--- config.mk ---
export PLATFORM = sky130hd
export DESIGN_NAME = vga_sync_decoder_flat
export DESIGN_NICKNAME = d
export VERILOG_FILES = /design/src/rtl/vga_sync_decoder_if.sv /design/src/rtl/vga_sync_decoder.sv /design/src/flat_wrapper.sv
export SDC_FILE = /design/constraint.sdc
export NUM_CORES = 1
export LEC_CHECK = 0
export ABC_CLOCK_PERIOD_IN_PS = 3900
export BUFFER_PORTS_ARGS = -buffer_cell sky130_fd_sc_hd__buf_2
export CAP_MARGIN = 15
export CELL_PAD_IN_SITES_DETAIL_PLACEMENT = 1
export CELL_PAD_IN_SITES_GLOBAL_PLACEMENT = 2
export CORE_MARGIN = 4
export CORE_UTILIZATION = 33
export DETAILED_ROUTE_END_ITERATION = 10
export GPL_TIMING_DRIVEN = 1
export PLACE_DENSITY = 0.9
export SYNTH_ARGS = -nofsm -noshare
export SYNTH_HDL_FRONTEND = slang
export SYNTH_SLANG_ARGS = --single-unit
--- constraint.sdc ---
create_clock -name clk -period 3.9 [get_ports clk]
set_input_delay 0.585 -clock clk [delete_from_list [all_inputs] [get_ports clk]]
set_output_delay 0.585 -clock clk [all_outputs]
set_load 0.01 [all_outputs]
--- src/rtl/vga_sync_decoder_if.sv ---
// VGA receive-side bundle: sync/colour from the source plus the decoded pixel stream and timing status.
// The source side (master) drives syncs and colour; the decoder (slave) drives everything else.
interface vga_sync_decoder_if;
    logic        h_sync;
    logic        v_sync;
    logic [3:0]  r_in;
    logic [3:0]  g_in;
    logic [3:0]  b_in;
    logic        locked;
    logic        lost;
    logic        frame_start;
    logic        pix_valid;
    logic [10:0] pix_x;
    logic [10:0] pix_y;
    logic [3:0]  pix_r;
    logic [3:0]  pix_g;
    logic [3:0]  pix_b;
    logic [10:0] meas_h_period;
    logic [10:0] meas_v_lines;
    logic [7:0]  err_count;

    modport master (
        output h_sync, v_sync, r_in, g_in, b_in,
        input  locked, lost, frame_start, pix_valid, pix_x, pix_y,
               pix_r, pix_g, pix_b, meas_h_period, meas_v_lines, err_count
    );

    modport slave (
        input  h_sync, v_sync, r_in, g_in, b_in,
        output locked, lost, frame_start, pix_valid, pix_x, pix_y,
               pix_r, pix_g, pix_b, meas_h_period, meas_v_lines, err_count
    );
endinterface

--- src/rtl/vga_sync_decoder.sv ---
// VGA sync decoder: measures line/frame timing, locks after LOCK_FRAMES good frames, emits qualified pixels.
// Pin-to-pixel latency 2 clocks; no backpressure, the pixel stream runs at the source pixel rate.
module vga_sync_decoder #(
    parameter int H_TOTAL     = 1041,
    parameter int V_TOTAL     = 667,
    parameter int H_BP        = 184,
    parameter int H_ACTIVE    = 799,
    parameter int V_BP        = 29,
    parameter int V_ACTIVE    = 599,
    parameter int LOCK_FRAMES = 2
) (
    input  logic              clk,
    input  logic              reset,
    vga_sync_decoder_if.slave vga
);
    localparam logic [10:0] H_TOTAL_C = 11'(H_TOTAL);
    localparam logic [10:0] V_TOTAL_C = 11'(V_TOTAL);
    localparam logic [10:0] H_BP_C    = 11'(H_BP);
    localparam logic [10:0] H_END_C   = 11'(H_BP + H_ACTIVE);
    localparam logic [10:0] V_BP_C    = 11'(V_BP);
    localparam logic [10:0] V_END_C   = 11'(V_BP + V_ACTIVE);
    localparam logic [3:0]  LOCK_C    = 4'(LOCK_FRAMES);

    typedef enum logic [1:0] {SEARCH, CHECK, LOCKED} state_t;

    state_t      state, state_nxt;
    logic [3:0]  good_cnt, good_nxt;
    logic        s_hs, s_vs, s_hs_d, s_vs_d;
    logic [11:0] s_rgb;
    logic [10:0] h_cnt, v_line, h_pos, v_line_inc;
    logic        frame_bad, locked_q;
    logic        hs_rise, vs_rise, h_sat, line_bad, frame_good, vis;
    logic        lose, bad_eval;

    assign hs_rise    = s_hs & ~s_hs_d;
    assign vs_rise    = s_vs & ~s_vs_d;
    assign h_pos      = hs_rise ? 11'd0 : h_cnt;
    assign h_sat      = &h_cnt;
    assign line_bad   = hs_rise && (h_cnt != H_TOTAL_C);
    // A line boundary landing on the vs edge still belongs to the frame being closed.
    assign v_line_inc = (hs_rise && !(&v_line)) ? v_line + 11'd1 : v_line;
    assign frame_good = (v_line_inc == V_TOTAL_C) && !frame_bad && !line_bad && !h_sat;
    assign vis        = locked_q && (h_pos >= H_BP_C) && (h_pos < H_END_C)
                                 && (v_line >= V_BP_C) && (v_line < V_END_C);
    assign vga.locked = locked_q;

    always_comb begin
        state_nxt = state;
        good_nxt  = good_cnt;
        lose      = 1'b0;
        bad_eval  = 1'b0;
        case (state)
            SEARCH: begin
                if (vs_rise) begin
                    state_nxt = CHECK;
                    good_nxt  = 4'd0;
                end
            end
            CHECK: begin
                if (vs_rise) begin
                    if (frame_good) begin
                        good_nxt = good_cnt + 4'd1;
                        if (good_cnt + 4'd1 >= LOCK_C) state_nxt = LOCKED;
                    end else begin
                        good_nxt = 4'd0;
                        bad_eval = 1'b1;
                    end
                end
            end
            LOCKED: begin
                if (vs_rise && !frame_good) begin
                    state_nxt = SEARCH;
                    lose      = 1'b1;
                    bad_eval  = 1'b1;
                end
            end
            default: state_nxt = SEARCH;
        endcase
    end

    always_ff @(posedge clk) begin
        if (reset) begin
            state             <= SEARCH;
            good_cnt          <= 4'd0;
            s_hs              <= 1'b0;
            s_vs              <= 1'b0;
            s_hs_d            <= 1'b0;
            s_vs_d            <= 1'b0;
            s_rgb             <= 12'd0;
            h_cnt             <= 11'd0;
            v_line            <= 11'd0;
            frame_bad         <= 1'b0;
            locked_q          <= 1'b0;
            vga.lost          <= 1'b0;
            vga.frame_start   <= 1'b0;
            vga.pix_valid     <= 1'b0;
            vga.pix_x         <= 11'd0;
            vga.pix_y         <= 11'd0;
            vga.pix_r         <= 4'd0;
            vga.pix_g         <= 4'd0;
            vga.pix_b         <= 4'd0;
            vga.meas_h_period <= 11'd0;
            vga.meas_v_lines  <= 11'd0;
            vga.err_count     <= 8'd0;
        end else begin
            s_hs   <= vga.h_sync;
            s_vs   <= vga.v_sync;
            s_hs_d <= s_hs;
            s_vs_d <= s_vs;
            s_rgb  <= {vga.r_in, vga.g_in, vga.b_in};

            h_cnt <= (&h_pos) ? h_pos : h_pos + 11'd1;
            if (hs_rise) vga.meas_h_period <= h_cnt;

            if (vs_rise) begin
                vga.meas_v_lines <= v_line_inc;
                v_line           <= 11'd0;
                frame_bad        <= 1'b0;
            end else begin
                v_line <= v_line_inc;
                if (line_bad || h_sat) frame_bad <= 1'b1;
            end

            state           <= state_nxt;
            good_cnt        <= good_nxt;
            locked_q        <= (state_nxt == LOCKED);
            vga.lost        <= lose;
            vga.frame_start <= vs_rise;
            if (bad_eval && (vga.err_count != 8'hFF)) vga.err_count <= vga.err_count + 8'd1;

            vga.pix_valid <= vis;
            vga.pix_x     <= vis ? h_pos - H_BP_C : 11'd0;
            vga.pix_y     <= vis ? v_line - V_BP_C : 11'd0;
            {vga.pix_r, vga.pix_g, vga.pix_b} <= vis ? s_rgb : 12'd0;
        end
    end
endmodule

--- src/flat_wrapper.sv ---
// flat-port wrapper written by rule: the top's interface ports become plain ports
module vga_sync_decoder_flat 
#(
    parameter int H_TOTAL     = 1041,
    parameter int V_TOTAL     = 667,
    parameter int H_BP        = 184,
    parameter int H_ACTIVE    = 799,
    parameter int V_BP        = 29,
    parameter int V_ACTIVE    = 599,
    parameter int LOCK_FRAMES = 2
)
  (clk, reset, vga_h_sync, vga_v_sync, vga_r_in, vga_g_in, vga_b_in, vga_locked, vga_lost, vga_frame_start, vga_pix_valid, vga_pix_x, vga_pix_y, vga_pix_r, vga_pix_g, vga_pix_b, vga_meas_h_period, vga_meas_v_lines, vga_err_count);
  vga_sync_decoder_if vga_i ();
  input  logic clk;
  input  logic reset;
  input wire logic [$bits(vga_i.h_sync)-1:0] vga_h_sync;
  input wire logic [$bits(vga_i.v_sync)-1:0] vga_v_sync;
  input wire logic [$bits(vga_i.r_in)-1:0] vga_r_in;
  input wire logic [$bits(vga_i.g_in)-1:0] vga_g_in;
  input wire logic [$bits(vga_i.b_in)-1:0] vga_b_in;
  output wire logic [$bits(vga_i.locked)-1:0] vga_locked;
  output wire logic [$bits(vga_i.lost)-1:0] vga_lost;
  output wire logic [$bits(vga_i.frame_start)-1:0] vga_frame_start;
  output wire logic [$bits(vga_i.pix_valid)-1:0] vga_pix_valid;
  output wire logic [$bits(vga_i.pix_x)-1:0] vga_pix_x;
  output wire logic [$bits(vga_i.pix_y)-1:0] vga_pix_y;
  output wire logic [$bits(vga_i.pix_r)-1:0] vga_pix_r;
  output wire logic [$bits(vga_i.pix_g)-1:0] vga_pix_g;
  output wire logic [$bits(vga_i.pix_b)-1:0] vga_pix_b;
  output wire logic [$bits(vga_i.meas_h_period)-1:0] vga_meas_h_period;
  output wire logic [$bits(vga_i.meas_v_lines)-1:0] vga_meas_v_lines;
  output wire logic [$bits(vga_i.err_count)-1:0] vga_err_count;
  assign vga_i.h_sync = vga_h_sync;
  assign vga_i.v_sync = vga_v_sync;
  assign vga_i.r_in = vga_r_in;
  assign vga_i.g_in = vga_g_in;
  assign vga_i.b_in = vga_b_in;
  assign vga_locked = vga_i.locked;
  assign vga_lost = vga_i.lost;
  assign vga_frame_start = vga_i.frame_start;
  assign vga_pix_valid = vga_i.pix_valid;
  assign vga_pix_x = vga_i.pix_x;
  assign vga_pix_y = vga_i.pix_y;
  assign vga_pix_r = vga_i.pix_r;
  assign vga_pix_g = vga_i.pix_g;
  assign vga_pix_b = vga_i.pix_b;
  assign vga_meas_h_period = vga_i.meas_h_period;
  assign vga_meas_v_lines = vga_i.meas_v_lines;
  assign vga_err_count = vga_i.err_count;
  vga_sync_decoder #(.H_TOTAL(H_TOTAL), .V_TOTAL(V_TOTAL), .H_BP(H_BP), .H_ACTIVE(H_ACTIVE), .V_BP(V_BP), .V_ACTIVE(V_ACTIVE), .LOCK_FRAMES(LOCK_FRAMES)) u_core (.clk(clk), .reset(reset), .vga(vga_i));
endmodule
# Word level (Yosys, flattened, before mapping)
# Cells that the tools add are included.
# totals
regBits,113
inputBits,16
output_inout_bits,68
wordCells,90
# classes
n_addsub,6
order_cmp,5
n_eq_ne,8
muxes,17
bitwise_logic,6
n_reduce_logical,26
# ops
op,n
$mux 11,3
$reduce_and 11->1,3
$add 11x1->11 const B,2
$lt 11x10->1 const B,2
$mux 4,3
$eq 11x10->1 const B,1
$ge 11x5->1 const B,1
$ge 11x8->1 const B,1
$logic_and 1x1->1,11
$ne 11x11->1 const B,1
$sub 11x5->11 const B,1
$sub 11x8->11 const B,1
$mux 2,5
$add 8x1->8 const B,1
$ne 8x8->1 const B,1
$pmux 4 s2,1
$pmux 2 s3,1
$reduce_or 2->1,3
$logic_not 1->1,5
$add 4x1->4 const B,1
$eq 2x2->1 const B,2
$ge 4x2->1 const B,1
$ne 2x1->1 const B,2
$not 1->1,4
other kinds (8),11

# Logic depth before layout (Yosys ltp)
# depth
word_depth,13
mapped_depth,12
ltp_nobuf,11

# Worst setup path before layout
# Ideal clock, no wire load.
# synth_timing
path_type,flip-flop to flip-flop
from,reg u_core.v_line[0]
to,reg u_core.vga.err_count[4] (netlist bit)
setup_time_ns,0.121
arrival_ns,2.644
t_required_ns,3.779
setup_slack_ns,1.135
stages_incl_launch_ff,10
path_buffers,1
period_less_slack_ns,2.765
path_cell_list,dfxtp_1 -> ha_1 -> nand3b_1 -> nor2_1 -> a41oi_1 -> or4_4 -> o41ai_4 -> buf_6 -> nor3_2 -> mux2_4
# synth_between
elab_chain_cells,13
word_cells_on_any_way,16
# synth_rtl
item,line,rtl
start: declaration,vga_sync_decoder.sv:30,"logic [10:0] h_cnt, v_line, h_pos, v_line_inc;"
start signal: assignment,vga_sync_decoder.sv:120,v_line <= v_line_inc;
"parallel branches: the longest is 3 deep, another holds $add 11x1->11",n/a,
$mux 11 (*),vga_sync_decoder.sv:41,assign v_line_inc = (hs_rise && !(&v_line)) ? v_line + 11'd1 : v_line;
$eq 11x10->1 (*),vga_sync_decoder.sv:42,assign frame_good = (v_line_inc == V_TOTAL_C) && !frame_bad && !line_bad && !h_sat;
$logic_and 1x1->1 (*) (3 in series),vga_sync_decoder.sv:42,
$logic_not 1->1,vga_sync_decoder.sv:71,if (vs_rise && !frame_good) begin
$logic_and 1x1->1,vga_sync_decoder.sv:71,
$mux 1,vga_sync_decoder.sv:71,
$pmux 1 s2 (*),vga_sync_decoder.sv:52,case (state)
$logic_and 1x1->1 (*),vga_sync_decoder.sv:129,if (bad_eval && (vga.err_count != 8'hFF)) vga.err_count <= vga.err_count + 8'd1;
end signal: assignment,vga_sync_decoder.sv:129,
end: declaration,vga_sync_decoder_if.sv:31,"pix_r, pix_g, pix_b, meas_h_period, meas_v_lines, err_count"
# Mark *: on every way between the ends.
# A chain may end at the register's enable or synchronous reset.

# Final worst setup path
# layout_timing
from,reg u_core.v_line[7]
to,reg u_core.vga.err_count[4] (netlist bit)
# The elaborated chain is that of the path after synthesis.

==> impl_metrics.toml <==
[drt]
avgRoutedWirePerCell_um = 15.6
drtIter0Drc = 121
drt_wl_total_mm = 12.4
avgViaCountPerCell = 5.00
drc = 0
first_pass_iters = 5
ant_nets = 0
vias = 3984

[synth]
synth_seq_area_share_pct = 48.5
async_flop_share_pct = 0
yosys_warnings = 0
ys.flop_type = "dfxtp_1"
syn_area_um2 = 4670
yosys.area.top_type = "dfxtp_1"
synth_nets = 563
synth_seq_cells = 113
synth_edf_count = 0
ys_types = 51
yosysMostFrequentCell = "dfxtp_1"
netlist_top_cells_count = "dfxtp_1, nand2_1, nor2_1"
ys_top_cells_by_area = "dfxtp_1, nand2_1, a21oi_1"
synth_top_area_share_pct = 48.5
synthCells = 533
synth_area_per_cell_um2 = 8.75

[worst_setup_path]
crit_path_end_kind = "register"
startpoint_type = "register"
critPathMaxFanout = 14
worstSetupPathType = "register to register"
worst_ep_required_time_ns = 4.20
cp.arrival_ns = 3.66

[layout]
layout-drive-gt1-share_pct = 20.4
fin_cells = 797
area_growth_pct = 24.4
fillers = 1649
fin_nets = 634
antennaDiodeCount = 0

[outcome]
outcome = "complete, no violations"

[clock_network]
cts.sinks = 113
clkTransAtPathRegs_ns = 0.05
clock_latency_ns = 0.41
clock_path_buffers = 2
cts_resized = 0
cts_tree = "done"
holdBufCountCts = 0
clk_root_buffer_cell = "clkbuf_16"
cts_buffers = 17
cts_max_level = 4
cts_setup_buffers = 0

[pwr]
finalPower_uw = 2860
peakVddDrop_mv = 0.289
power_density_nw_per_um2 = 493
leakagePower_uw = 0.00245

[grt]
track_usage_pct = 16.0
grt_pass1_wl_mm = 20.6
antenna_found_initial = 0
gr-total-overflow = 0
first_global_vias = 4110
grt_max_degree = 52

[die]
io_pins = 84
coreArea_um2 = 13900
die_h_um = 127
fp.dieW_um = 127
start_util_pct = 33.6
die-area_um2 = 16100
fp-row-count = 43

[sta]
maxSlewHeadroom_pct = 41.4
max_slew.worst_pin.slew_ns = 0.876
fin_setup_tns_ns = 0
finalCritPeriodShare_pct = 86.0
setup_viol = 0
fmax_mhz = 298
rsz0062_at_grt = "false"
maxSlewViolCount = 0
layout_min_cycle_time_ns = 3.35
hold_viol = 0
finalClockSkew_ns = 0.00559

[min_path]
hold_class = "input port to register"

[placed_design]
gp_congestion = 0.869
dp_hpwl_mm = 8.96
dp.cells = 765
portBuffers = 83

[job]
cap_violations = 0
## metal layers
| metal | vias to the layer above | global-route usage, % | share of wire, % |
|---|---|---|---|
| li1 | 1951 | - | - |
| met1 | 1913 | 20.0 | 46 |
| met2 | 96 | 25.6 | 46 |
| met3 | 24 | 4.55 | 5.1 |
| met4 | 0 | 7.13 | 2.3 |
| met5 | - | 0 | 0 |
## flip-flops by register name, summed over array words and instances, names as in the netlist, 2 cells and up
| name | count |
|---|---|
| u_core.s_rgb | 12 |
| u_core.vga.pix_r | 4 |
| u_core.state | 2 |
| u_core.vga.meas_h_period | 11 |
| u_core.good_cnt | 4 |
| u_core.vga.pix_b | 4 |
| u_core.vga.meas_v_lines | 11 |
| u_core.vga.pix_x | 11 |
| u_core.vga.pix_g | 4 |
| u_core.h_cnt | 11 |
| u_core.vga.err_count | 8 |
| u_core.vga.pix_y | 11 |
| u_core.v_line | 11 |
## layout by cell type (no fill, tap or decap), types with 6 or more instances in the layout
cell type,n
nor2b_1,19
xor2_1,9
nand4_1,9
nor3_1,11
inv_1,11
nand2_1,71
a21oi_1,40
nand3_1,14
o21ai_0,22
and3_1,7
nand2b_1,6
ha_1,14
dfxtp_1,113
buf_2,83
and2_1,19
xnor2_1,17
clkbuf_16,17
nor2_1,53
## area by class of cell
class,instances,area (µm²),share of cell area [%]
sequential,113,2260,39.0
tap,180,225,3.88
timing repair buffer,87,445,7.68
clock buffer,23,488,8.41
inverter,11,41.3,0.712
clock inverter,9,129,2.22
multi-input combinational,374,2210,38.1
## report_power, final
group	total, µW	leakage [µW]	internal (µW)	switching, µW
sequential	1180	0.000915	1170	10.4
clock	1590	0.000299	1070	522
combinational	92.0	0.00123	31.8	60.1
## per-stage QoR
stage                     worst slack, ns  cell area, µm²  util (%)  hold WS (ns)
after global routing                0.269            5800      41.8         0.379
after global placement              0.683            5190      37.4         0.408
after CTS                           0.540            5800      41.8         0.375
after detailed placement            0.544            5190      37.4         0.422
final                               0.547            5800      41.8         0.392
after floorplan                      1.14            4670         -         0.406
## logic make-up (layout without fill, tap and decap cells)
group	Yosys count	count (layout)	share of synthesized area, %
buffers and inverters	46	130	4.10
multiplexers	3	3	0.751
AO/OA/AOI/OAI	96	96	12.9
XOR/XNOR	26	26	4.88
adder cells (fa/ha/maj)	14	14	3.75
AND/OR/NAND/NOR	235	235	25.2
flip-flops	113	113	48.5
## path summary, 6_finish.rpt
| kind | startpoint | end | slack (ns) | cells past startpoint |
|---|---|---|---|---|
| worst min register to register | u_core.s_rgb[4] | u_core.vga.pix_g[0] | 0.43 | 1 |
| worst min-delay path | vga_v_sync | u_core.s_vs | 0.39 | 2 |
| worst max-delay path | u_core.v_line[7] | u_core.vga.err_count[4] | 0.55 | 7 |
| worst max register to register | u_core.v_line[7] | u_core.vga.err_count[4] | 0.55 | 7 |
## critical path: stages (launching register included)
cell     delay, ns
dfxtp_1       0.65
and4_1        0.39
a311o_1       0.19
o21ai_0       0.19
or4_4         0.61
o41ai_4       0.78
nor3_2        0.11
mux2_4        0.31
Power figures use the tool's default switching activity.
